$ cat config.mk
export PLATFORM = sky130hd
export DESIGN_NAME = reg_loader
export DESIGN_NICKNAME = d
export VERILOG_FILES = /design/src/rtl/cpu_pkg.sv /design/src/rtl/reg_loader_buf.sv /design/src/rtl/reg_loader.sv
export SDC_FILE = /design/constraint.sdc
export NUM_CORES = 1
export LEC_CHECK = 0
export ABC_AREA = 0
export BUFFER_PORTS_ARGS = -buffer_cell sky130_fd_sc_hd__buf_4
export CORE_UTILIZATION = 51
export DETAILED_ROUTE_END_ITERATION = 12
export PLACE_DENSITY = 0.87
export SLEW_MARGIN = 20
export SYNTH_ARGS = -nofsm -noshare
export SYNTH_HDL_FRONTEND = slang
export SYNTH_SLANG_ARGS = --single-unit
$ cat constraint.sdc
create_clock -name CLK -period 4.86 [get_ports CLK]
set_input_delay 0.486 -clock CLK [delete_from_list [all_inputs] [get_ports CLK]]
set_output_delay 0.486 -clock CLK [all_outputs]
set_load 0.005 [all_outputs]
$ cat src/rtl/cpu_pkg.sv
`default_nettype none
// ============================================================================
// Module   : cpu_pkg
// Purpose  : Register file geometry and loader FSM state encoding.
// Revision : 1.0
// ============================================================================
package cpu_pkg;

    localparam int REG_AW = 3;
    localparam int REG_DW = 8;
    localparam int REG_N  = 8;

    typedef enum logic [2:0] {
        IDLE        = 3'd0,
        LOAD        = 3'd1,
        VERIFY_ADDR = 3'd2,
        VERIFY_CMP  = 3'd3,
        DONE        = 3'd4
    } loader_state_t;

endpackage
`default_nettype wire

$ cat src/rtl/reg_loader_buf.sv
`default_nettype none
// ============================================================================
// Module   : reg_loader_buf
// Purpose  : Byte buffer holding the streamed bytes for readback compare.
//            Only built when REG_LOADER_VERIFY_EN is defined.
// Revision : 1.0
// ============================================================================
`ifdef REG_LOADER_VERIFY_EN
module reg_loader_buf
    import cpu_pkg::*;
#(
    parameter int NREGS = REG_N,
    parameter int AW    = REG_AW,
    parameter int DW    = REG_DW
) (
    input  logic          CLK,
    input  logic          i_wr_en,
    input  logic [AW-1:0] i_wr_idx,
    input  logic [DW-1:0] i_wr_data,
    input  logic [AW-1:0] i_rd_idx,
    output logic [DW-1:0] o_rd_data
);

    logic [DW-1:0] r_mem [NREGS];

    always_ff @(posedge CLK) begin
        if (i_wr_en) begin
            r_mem[i_wr_idx] <= i_wr_data;
        end
    end

    assign o_rd_data = r_mem[i_rd_idx];

endmodule
`endif
`default_nettype wire

$ cat src/rtl/reg_loader.sv
`default_nettype none
// ============================================================================
// Module   : reg_loader
// Purpose  : Fills a wrapping run of register-file entries from a byte stream.
//            Optional readback check enabled by REG_LOADER_VERIFY_EN.
// Revision : 1.0
// ============================================================================
module reg_loader
    import cpu_pkg::*;
#(
    parameter int NREGS = REG_N,
    parameter int AW    = REG_AW,
    parameter int DW    = REG_DW
) (
    input  logic          CLK,
    input  logic          RESET,
    input  logic          START,
    input  logic [AW-1:0] BASE,
    input  logic [AW:0]   COUNT,
    input  logic [DW-1:0] S_DATA,
    input  logic          S_VALID,
    output logic          S_READY,
    output logic [DW-1:0] IN,
    output logic [AW-1:0] INADDRESS,
    output logic          WRITE,
    output logic [AW-1:0] OUT1ADDRESS,
    input  logic [DW-1:0] OUT1,
    output logic          BUSY,
    output logic          DONE,
    output logic          ERR
);

    localparam logic [AW:0] c_nregs = (AW+1)'(NREGS);

    loader_state_t r_state;
    loader_state_t w_next;

    logic [AW-1:0] r_base;
    logic [AW:0]   r_count;
    logic [AW:0]   r_idx;
    logic          r_write;
    logic [DW-1:0] r_in;
    logic [AW-1:0] r_inaddr;

    logic [AW:0]   w_count_clamped;
    logic          w_xfer;
    logic          w_last_xfer;
    logic          w_start_acc;
    logic          w_verify_last;

    assign w_count_clamped = (COUNT > c_nregs) ? c_nregs : COUNT;
    assign w_start_acc     = (r_state == IDLE) && START;
    assign w_xfer          = S_VALID && (r_state == LOAD);
    assign w_last_xfer     = w_xfer && (r_idx == r_count - 1'b1);

    always_comb begin
        w_next = r_state;
        case (r_state)
            IDLE: begin
                if (START) begin
                    w_next = (w_count_clamped == '0) ? cpu_pkg::DONE : LOAD;
                end
            end
            LOAD: begin
                if (w_last_xfer) begin
`ifdef REG_LOADER_VERIFY_EN
                    w_next = VERIFY_ADDR;
`else
                    w_next = cpu_pkg::DONE;
`endif
                end
            end
`ifdef REG_LOADER_VERIFY_EN
            VERIFY_ADDR: w_next = VERIFY_CMP;
            VERIFY_CMP:  w_next = w_verify_last ? cpu_pkg::DONE : VERIFY_ADDR;
`endif
            cpu_pkg::DONE: w_next = IDLE;
            default:       w_next = IDLE;
        endcase
    end

    always_ff @(posedge CLK) begin
        if (!RESET) begin
            r_state  <= IDLE;
            r_base   <= '0;
            r_count  <= '0;
            r_idx    <= '0;
            r_write  <= 1'b0;
            r_in     <= '0;
            r_inaddr <= '0;
        end else begin
            r_state <= w_next;
            r_write <= w_xfer;
            if (w_start_acc) begin
                r_base  <= BASE;
                r_count <= w_count_clamped;
                r_idx   <= '0;
            end
            // Write port is registered: the register file commits one edge later.
            if (w_xfer) begin
                r_in     <= S_DATA;
                r_inaddr <= r_base + r_idx[AW-1:0];
                r_idx    <= r_idx + 1'b1;
            end
        end
    end

    assign S_READY   = (r_state == LOAD);
    assign BUSY      = (r_state != IDLE);
    assign DONE      = (r_state == cpu_pkg::DONE);
    assign WRITE     = r_write;
    assign IN        = r_in;
    assign INADDRESS = r_inaddr;

`ifdef REG_LOADER_VERIFY_EN
    logic [AW:0]   r_vidx;
    logic          r_err;
    logic [DW-1:0] w_buf_rd;

    reg_loader_buf #(
        .NREGS (NREGS),
        .AW    (AW),
        .DW    (DW)
    ) u_buf (
        .CLK       (CLK),
        .i_wr_en   (w_xfer),
        .i_wr_idx  (r_idx[AW-1:0]),
        .i_wr_data (S_DATA),
        .i_rd_idx  (r_vidx[AW-1:0]),
        .o_rd_data (w_buf_rd)
    );

    assign w_verify_last = (r_vidx == r_count - 1'b1);

    always_ff @(posedge CLK) begin
        if (!RESET) begin
            r_vidx <= '0;
            r_err  <= 1'b0;
        end else if (w_start_acc) begin
            r_vidx <= '0;
            r_err  <= 1'b0;
        end else if (r_state == VERIFY_CMP) begin
            if (OUT1 != w_buf_rd) begin
                r_err <= 1'b1;
            end
            r_vidx <= r_vidx + 1'b1;
        end
    end

    assign OUT1ADDRESS = ((r_state == VERIFY_ADDR) || (r_state == VERIFY_CMP))
                         ? r_base + r_vidx[AW-1:0] : '0;
    assign ERR         = r_err;
`else
    logic w_unused_out1;

    assign w_verify_last = 1'b0;
    assign w_unused_out1 = ^{OUT1, w_verify_last};
    assign OUT1ADDRESS   = '0;
    assign ERR           = 1'b0;
`endif

endmodule
`default_nettype wire

Yosys cells after proc, flatten, opt, wreduce, memory -nomap -nowiden
Cells that the tools add are included.

operators by class
  add/subtract/negate cells = 3
  magnitude comparators = 1
  equality and inequality tests = 5
  multiplexer cells = 7
  reduce and logical (&&, ||, !) cells = 8

operators by type and width
  operator                                                                  count
  4-bit two-way mux                                                         3
  3-bit two-way mux                                                         3
  3-bit one-hot mux with 2 select lines                                     1
  4-bit by 1-bit adder with 4-bit output (second input constant)            1
  4-bit equality test                                                       1
  4-bit > comparator (second input constant)                                1
  4-bit zero test                                                           1
  4-bit by 1-bit subtractor with 4-bit output (second input constant)       1
  3-bit adder                                                               1
  3-bit by 1-bit equality test with 1-bit output (second input constant)    1
  3-bit equality test (second input constant)                               1
  1-bit logical AND                                                         3
  3-bit zero test                                                           1
  3-bit nonzero test                                                        1
  2-bit by 1-bit inequality test with 1-bit output (second input constant)  1
  2-bit inequality test (second input constant)                             1
  2-bit AND reduction                                                       1
  2-bit nonzero test                                                        1

word-level totals
  register bits after elaboration = 26
  input port bits = 27
  output and inout port bits = 19
  logic and storage cells = 31

Depth between registers and ports, before layout
  depth in word-level cells = 6
  depth in mapped cells = 6
  gate-level depth less buffers = 6

Least setup slack after synthesis
OpenSTA, ideal clock, no wires.

  path type = flip-flop to flip-flop
  start point = register r_idx[0]
  end point = register r_inaddr[2] (netlist: INADDRESS[2])
  arrival time = 1.552 ns
  data required time = 4.738 ns
  path slack = 3.186 ns
  stages on the path, launching flop included = 7
  cell sequence = dfxtp_1 ha_1 inv_1 fa_1 xor2_1 and2_1 o311a_1

between the ends
  longest elaborated chain between the ends = 1

ends and longest elaborated chain
  element                 RTL line           RTL
  start, declared         reg_loader.sv:40   logic [AW:0] r_idx;
  start signal, assigned  reg_loader.sv:103  r_idx <= r_idx + 1'b1;
  3-bit adder             reg_loader.sv:102  r_inaddr <= r_base + r_idx[AW-1:0];
  end signal, assigned    reg_loader.sv:102
  end, declared           reg_loader.sv:43   logic [AW-1:0] r_inaddr;

Every way passes these cells.
A chain may end at the register's enable or synchronous reset.

Worst setup path in the final report
Ends and elaborated chain as after synthesis.

==> flow_results.xml <==
<?xml version="1.0" encoding="UTF-8"?>
<metrics>
  <group name="logic_synthesis">
    <metric name="synth-seq-cells" unit="">25</metric>
    <metric name="synth.mux.area_fraction" unit="%">0</metric>
    <metric name="post_synth_fa_ha_maj_area_fraction" unit="%">4.71</metric>
    <metric name="syn-cell-area" unit="mm2">0.00122</metric>
    <metric name="count_of_mapped_cells_out_of_synthesis" unit="">135</metric>
    <metric name="yosys_warnings" unit="">0</metric>
    <metric name="yosys.area_share.simple" unit="%">25.1</metric>
    <metric name="post_synth_num_cell_types" unit="">38</metric>
    <metric name="synth_area_per_cell" unit="um2">9.05</metric>
    <metric name="synth-seq-area-share" unit="%">40.9</metric>
    <metric name="synth_compound_area_share" unit="%">15.9</metric>
    <metric name="main_combinational_cell_family_by_area_after_synthesis" unit="">simple AND/OR/NAND/NOR gates</metric>
    <metric name="synthXorXnorAreaFrac" unit="%">6.14</metric>
  </group>
  <group name="timing">
    <metric name="clock-skew-final" unit="ns">0.00110</metric>
    <metric name="timing.final.hold_violations" unit="">0</metric>
    <metric name="fin_setup_tns" unit="ns">0</metric>
    <metric name="worst_relative_slew_slack" unit="%">64.0</metric>
    <metric name="worst_pin_slew" unit="ns">0.540</metric>
    <metric name="finalWorstPathRequiredPeriod" unit="ns">1.79</metric>
    <metric name="fmaxAchievable" unit="GHz">0.558</metric>
    <metric name="unrepaired_setup_endpoints_after_global_routing" unit="">no</metric>
    <metric name="report.final.setup_viol" unit="">0</metric>
    <metric name="final.period_utilization" unit="%">36.9</metric>
    <metric name="finalWorstSetupSlack" unit="ns">3.07</metric>
    <metric name="final_max_slew_viol_count" unit="">0</metric>
  </group>
  <group name="pwr">
    <metric name="pwrdens" unit="mW/mm2">254</metric>
    <metric name="leakage" unit="nW">0.660</metric>
    <metric name="power.total" unit="W">0.000375</metric>
    <metric name="ir_drop" unit="mV">0.212</metric>
  </group>
  <group name="grt">
    <metric name="global_route.peak_usage_layer" unit="">met2</metric>
    <metric name="track_usage" unit="%">20.7</metric>
    <metric name="grtUsageMet1" unit="%">24.9</metric>
    <metric name="gr-total-overflow" unit="">0</metric>
    <metric name="pin_count_of_the_biggest_net_entering_global_routing" unit="">27</metric>
    <metric name="groute.layer.met3.usage" unit="%">2.98</metric>
    <metric name="initial_antenna_violation_count" unit="">0</metric>
    <metric name="vias_in_the_first_global_route" unit="">952</metric>
    <metric name="grt_met2_use" unit="%">34.2</metric>
    <metric name="grt_pass1_wl" unit="um">4010</metric>
  </group>
  <group name="job">
    <metric name="cap_viol_max_count" unit="">0</metric>
  </group>
  <group name="worst_hold_path">
    <metric name="min-delay-start" unit="">S_DATA[2]</metric>
    <metric name="worstHoldPathCells" unit="">3</metric>
    <metric name="hold_path_class" unit="">primary input to register</metric>
    <metric name="hold_end" unit="">IN[2]</metric>
  </group>
  <group name="worst_setup_path">
    <metric name="criticalPathCategory" unit="">register to register</metric>
    <metric name="cp_arrival" unit="ns">2.02</metric>
    <metric name="start_kind" unit="">register</metric>
    <metric name="path_cells" unit="">ha_1, inv_1, fa_1, xor2_1, and2_1, o311a_1</metric>
    <metric name="cp_slowest_cell" unit="">sky130_fd_sc_hd__dfxtp_1</metric>
    <metric name="worstSetupEndpointType" unit="">register</metric>
    <metric name="slowest_delay" unit="ns">0.47</metric>
    <metric name="regToRegEndpoint" unit="">INADDRESS[2]</metric>
    <metric name="critPathRequiredTime" unit="ns">5.09</metric>
    <metric name="cp_max_fo" unit="">6</metric>
    <metric name="worstRegToRegCells" unit="">6</metric>
    <metric name="crit-reg2reg-launch" unit="">r_idx[0]</metric>
    <metric name="r2r_slack" unit="ns">3.07</metric>
  </group>
  <group name="run_status">
    <metric name="status" unit="">complete, no violations</metric>
  </group>
  <group name="detailed_routing">
    <metric name="drt-wirelength-per-cell" unit="um">12.4</metric>
    <metric name="detailedRoute.firstPassIterationCount" unit="">4</metric>
    <metric name="ant_nets" unit="">0</metric>
    <metric name="dr.first_iter.drc_count" unit="">11</metric>
    <metric name="totalWireLength" unit="um">2390</metric>
    <metric name="drt-vias-per-instance" unit="">5.22</metric>
    <metric name="detail_route.drc_violations" unit="">0</metric>
    <metric name="routed-via-count" unit="">1007</metric>
  </group>
  <group name="cts">
    <metric name="clk_transition_reported_paths" unit="ns">0.13</metric>
    <metric name="numCtsBuffers" unit="">3</metric>
    <metric name="library_cell_used_as_clock_root_buffer" unit="">sky130_fd_sc_hd__clkbuf_4</metric>
    <metric name="cts_post_setup_buffers_inserted" unit="">0</metric>
    <metric name="clkLatencyLatePin" unit="ns">0.32</metric>
    <metric name="cts_num_sinks" unit="">25</metric>
    <metric name="ctsHtreeMaxLevel" unit="">1</metric>
    <metric name="clock_tree_from_tritoncts" unit="">yes</metric>
    <metric name="post_cts_hold_buffer_count" unit="">0</metric>
    <metric name="longest_clk_path_bufs" unit="">2</metric>
    <metric name="cts_resized" unit="">0</metric>
  </group>
  <group name="floorplan">
    <metric name="die_y" unit="um">51.0</metric>
    <metric name="fp-row-count" unit="">17</metric>
    <metric name="top_level_ports" unit="">46</metric>
    <metric name="floorplan.initialDensity" unit="%">54.7</metric>
    <metric name="die_area" unit="mm2">0.00260</metric>
    <metric name="fp.coreArea" unit="mm2">0.00223</metric>
    <metric name="chipWidth" unit="um">51.0</metric>
  </group>
  <group name="cells_and_area">
    <metric name="post_route_cells_drive_above_1_share" unit="%">24.8</metric>
    <metric name="fill_cells" unit="">207</metric>
    <metric name="area_delta_synth_final" unit="%">20.9</metric>
    <metric name="finalCoreUtilization" unit="%">66.2</metric>
    <metric name="nNetsFinal" unit="">197</metric>
    <metric name="diode_insertion_count_for_antenna_repair" unit="">0</metric>
  </group>
  <group name="place">
    <metric name="globalplace.congestion" unit="">0.731</metric>
    <metric name="port_buffers" unit="">33</metric>
    <metric name="pre_cts_ws" unit="ns">3.09</metric>
    <metric name="place.detailed.hpwl" unit="um">1730</metric>
  </group>
</metrics>
[logic make-up (layout without fill, tap and decap cells)]
group / Yosys count / in the layout
simple gates: 59 / 59
fa+ha+maj: 4 / 4
flops: 25 / 25
buf+inv: 15 / 42
compound gates: 24 / 24
xor+xnor: 7 / 7
other cells: 1 / 4
[critical path: cells and delay by family (launching register included)]
kind	cells	cell delay, ns
buf+inv	1	0.04
fa+ha+maj	2	0.54
flops	1	0.47
xor+xnor	1	0.16
compound gates	1	0.32
simple gates	1	0.16
[registers in the layout, summed over array words and instances, names as in the netlist]
register	flops
r_state	2
r_count	4
r_idx	4
INADDRESS	3
WRITE	1
IN	8
r_base	3
[stage by stage]
step	hold slack, ns	cells	cell area, um2
final	0.397	193	1480
after global routing	0.389	193	1480
after CTS	0.393	193	1480
after detailed placement	0.448	189	1450
after global placement	0.442	189	1450
after floorplan	0.435	138	1230
[power by group]
part / internal, W / total, W / switching [W]
logic: 0.0000321 / 0.0000605 / 0.0000284
clock network: 0.0000309 / 0.0000934 / 0.0000625
registers: 0.000214 / 0.000221 / 0.00000717
[area by class of cell]
class | count | area (um2) | share of cell area [%]
sequential | 25 | 500 | 33.9
tap | 28 | 35.0 | 2.37
multi-input combinational | 98 | 648 | 43.9
clock buffer | 3 | 22.5 | 1.52
timing repair buffer | 33 | 248 | 16.8
clock inverter | 1 | 5.00 | 0.339
inverter | 5 | 18.8 | 1.27
[synthesized netlist by cell type]
cell / number / area [um2]
sky130_fd_sc_hd__or3b_1: 1 / 8.76
sky130_fd_sc_hd__nand3b_4: 1 / 20.0
sky130_fd_sc_hd__ha_1: 3 / 37.5
sky130_fd_sc_hd__o31ai_2: 1 / 12.5
sky130_fd_sc_hd__buf_6: 1 / 11.3
sky130_fd_sc_hd__buf_2: 2 / 10.0
sky130_fd_sc_hd__and3_1: 2 / 12.5
sky130_fd_sc_hd__xor2_1: 3 / 26.3
sky130_fd_sc_hd__nand2_1: 32 / 120
sky130_fd_sc_hd__nand4b_1: 1 / 8.76
sky130_fd_sc_hd__dfxtp_1: 25 / 500
sky130_fd_sc_hd__nand4_1: 1 / 6.26
sky130_fd_sc_hd__a21boi_1: 15 / 113
sky130_fd_sc_hd__nand3b_1: 3 / 22.5
sky130_fd_sc_hd__o221a_1: 1 / 11.3
sky130_fd_sc_hd__nor3_1: 1 / 5.00
sky130_fd_sc_hd__or3_1: 1 / 6.26
sky130_fd_sc_hd__xnor2_1: 3 / 26.3
sky130_fd_sc_hd__o211ai_1: 1 / 7.51
sky130_fd_sc_hd__a21boi_0: 3 / 22.5
sky130_fd_sc_hd__and3b_1: 1 / 8.76
sky130_fd_sc_hd__inv_1: 5 / 18.8
sky130_fd_sc_hd__o211a_1: 1 / 10.0
sky130_fd_sc_hd__nand2b_1: 1 / 6.26
sky130_fd_sc_hd__nor4_1: 1 / 6.26
sky130_fd_sc_hd__fa_1: 1 / 20.0
sky130_fd_sc_hd__or2_2: 1 / 6.26
sky130_fd_sc_hd__nor2_1: 3 / 11.3
sky130_fd_sc_hd__nor2b_1: 2 / 12.5
sky130_fd_sc_hd__xnor3_1: 1 / 22.5
sky130_fd_sc_hd__nor3b_2: 1 / 12.5
sky130_fd_sc_hd__conb_1: 1 / 3.75
sky130_fd_sc_hd__clkbuf_1: 2 / 7.51
sky130_fd_sc_hd__and2_1: 2 / 12.5
sky130_fd_sc_hd__nand3_1: 4 / 20.0
sky130_fd_sc_hd__o311a_1: 1 / 10.0
sky130_fd_sc_hd__o21a_1: 1 / 7.51
sky130_fd_sc_hd__buf_4: 5 / 37.5
[routing by layer]
layer / vias up / wire [um] / part of all wire (%)
li1: 502 / - / -
met1: 473 / 973 / 41
met2: 28 / 1280 / 54
met3: 4 / 97 / 4.1
met4: 0 / 31 / 1.3
met5: - / 0 / 0
[layout by cell type, fill, tap and decap left out, types with 2 or more instances in the layout]
cell type / Yosys / final
sky130_fd_sc_hd__buf_4: 5 / 33
sky130_fd_sc_hd__nand2_1: 32 / 32
sky130_fd_sc_hd__dfxtp_1: 25 / 25
sky130_fd_sc_hd__a21boi_1: 15 / 15
sky130_fd_sc_hd__inv_1: 5 / 5
sky130_fd_sc_hd__nand3_1: 4 / 4
sky130_fd_sc_hd__conb_1: 1 / 4
sky130_fd_sc_hd__nand3b_1: 3 / 3
sky130_fd_sc_hd__a21boi_0: 3 / 3
sky130_fd_sc_hd__xnor2_1: 3 / 3
sky130_fd_sc_hd__nor2_1: 3 / 3
sky130_fd_sc_hd__xor2_1: 3 / 3
sky130_fd_sc_hd__ha_1: 3 / 3
sky130_fd_sc_hd__clkbuf_4: 0 / 3
sky130_fd_sc_hd__nor2b_1: 2 / 2
sky130_fd_sc_hd__and3_1: 2 / 2
sky130_fd_sc_hd__and2_1: 2 / 2
[worst max-delay path by stage]
stage / from / end / slack [ns]
after CTS: r_idx[0] / INADDRESS[2] / 3.07
final: r_idx[0] / INADDRESS[2] / 3.07
after global routing: r_idx[0] / INADDRESS[2] / 2.96
after global placement: r_idx[0] / INADDRESS[2] / 3.09
after floorplan: r_idx[0] / INADDRESS[2] / 3.19
after detailed placement: r_idx[0] / INADDRESS[2] / 3.09
(Power assumes the default switching activity.)
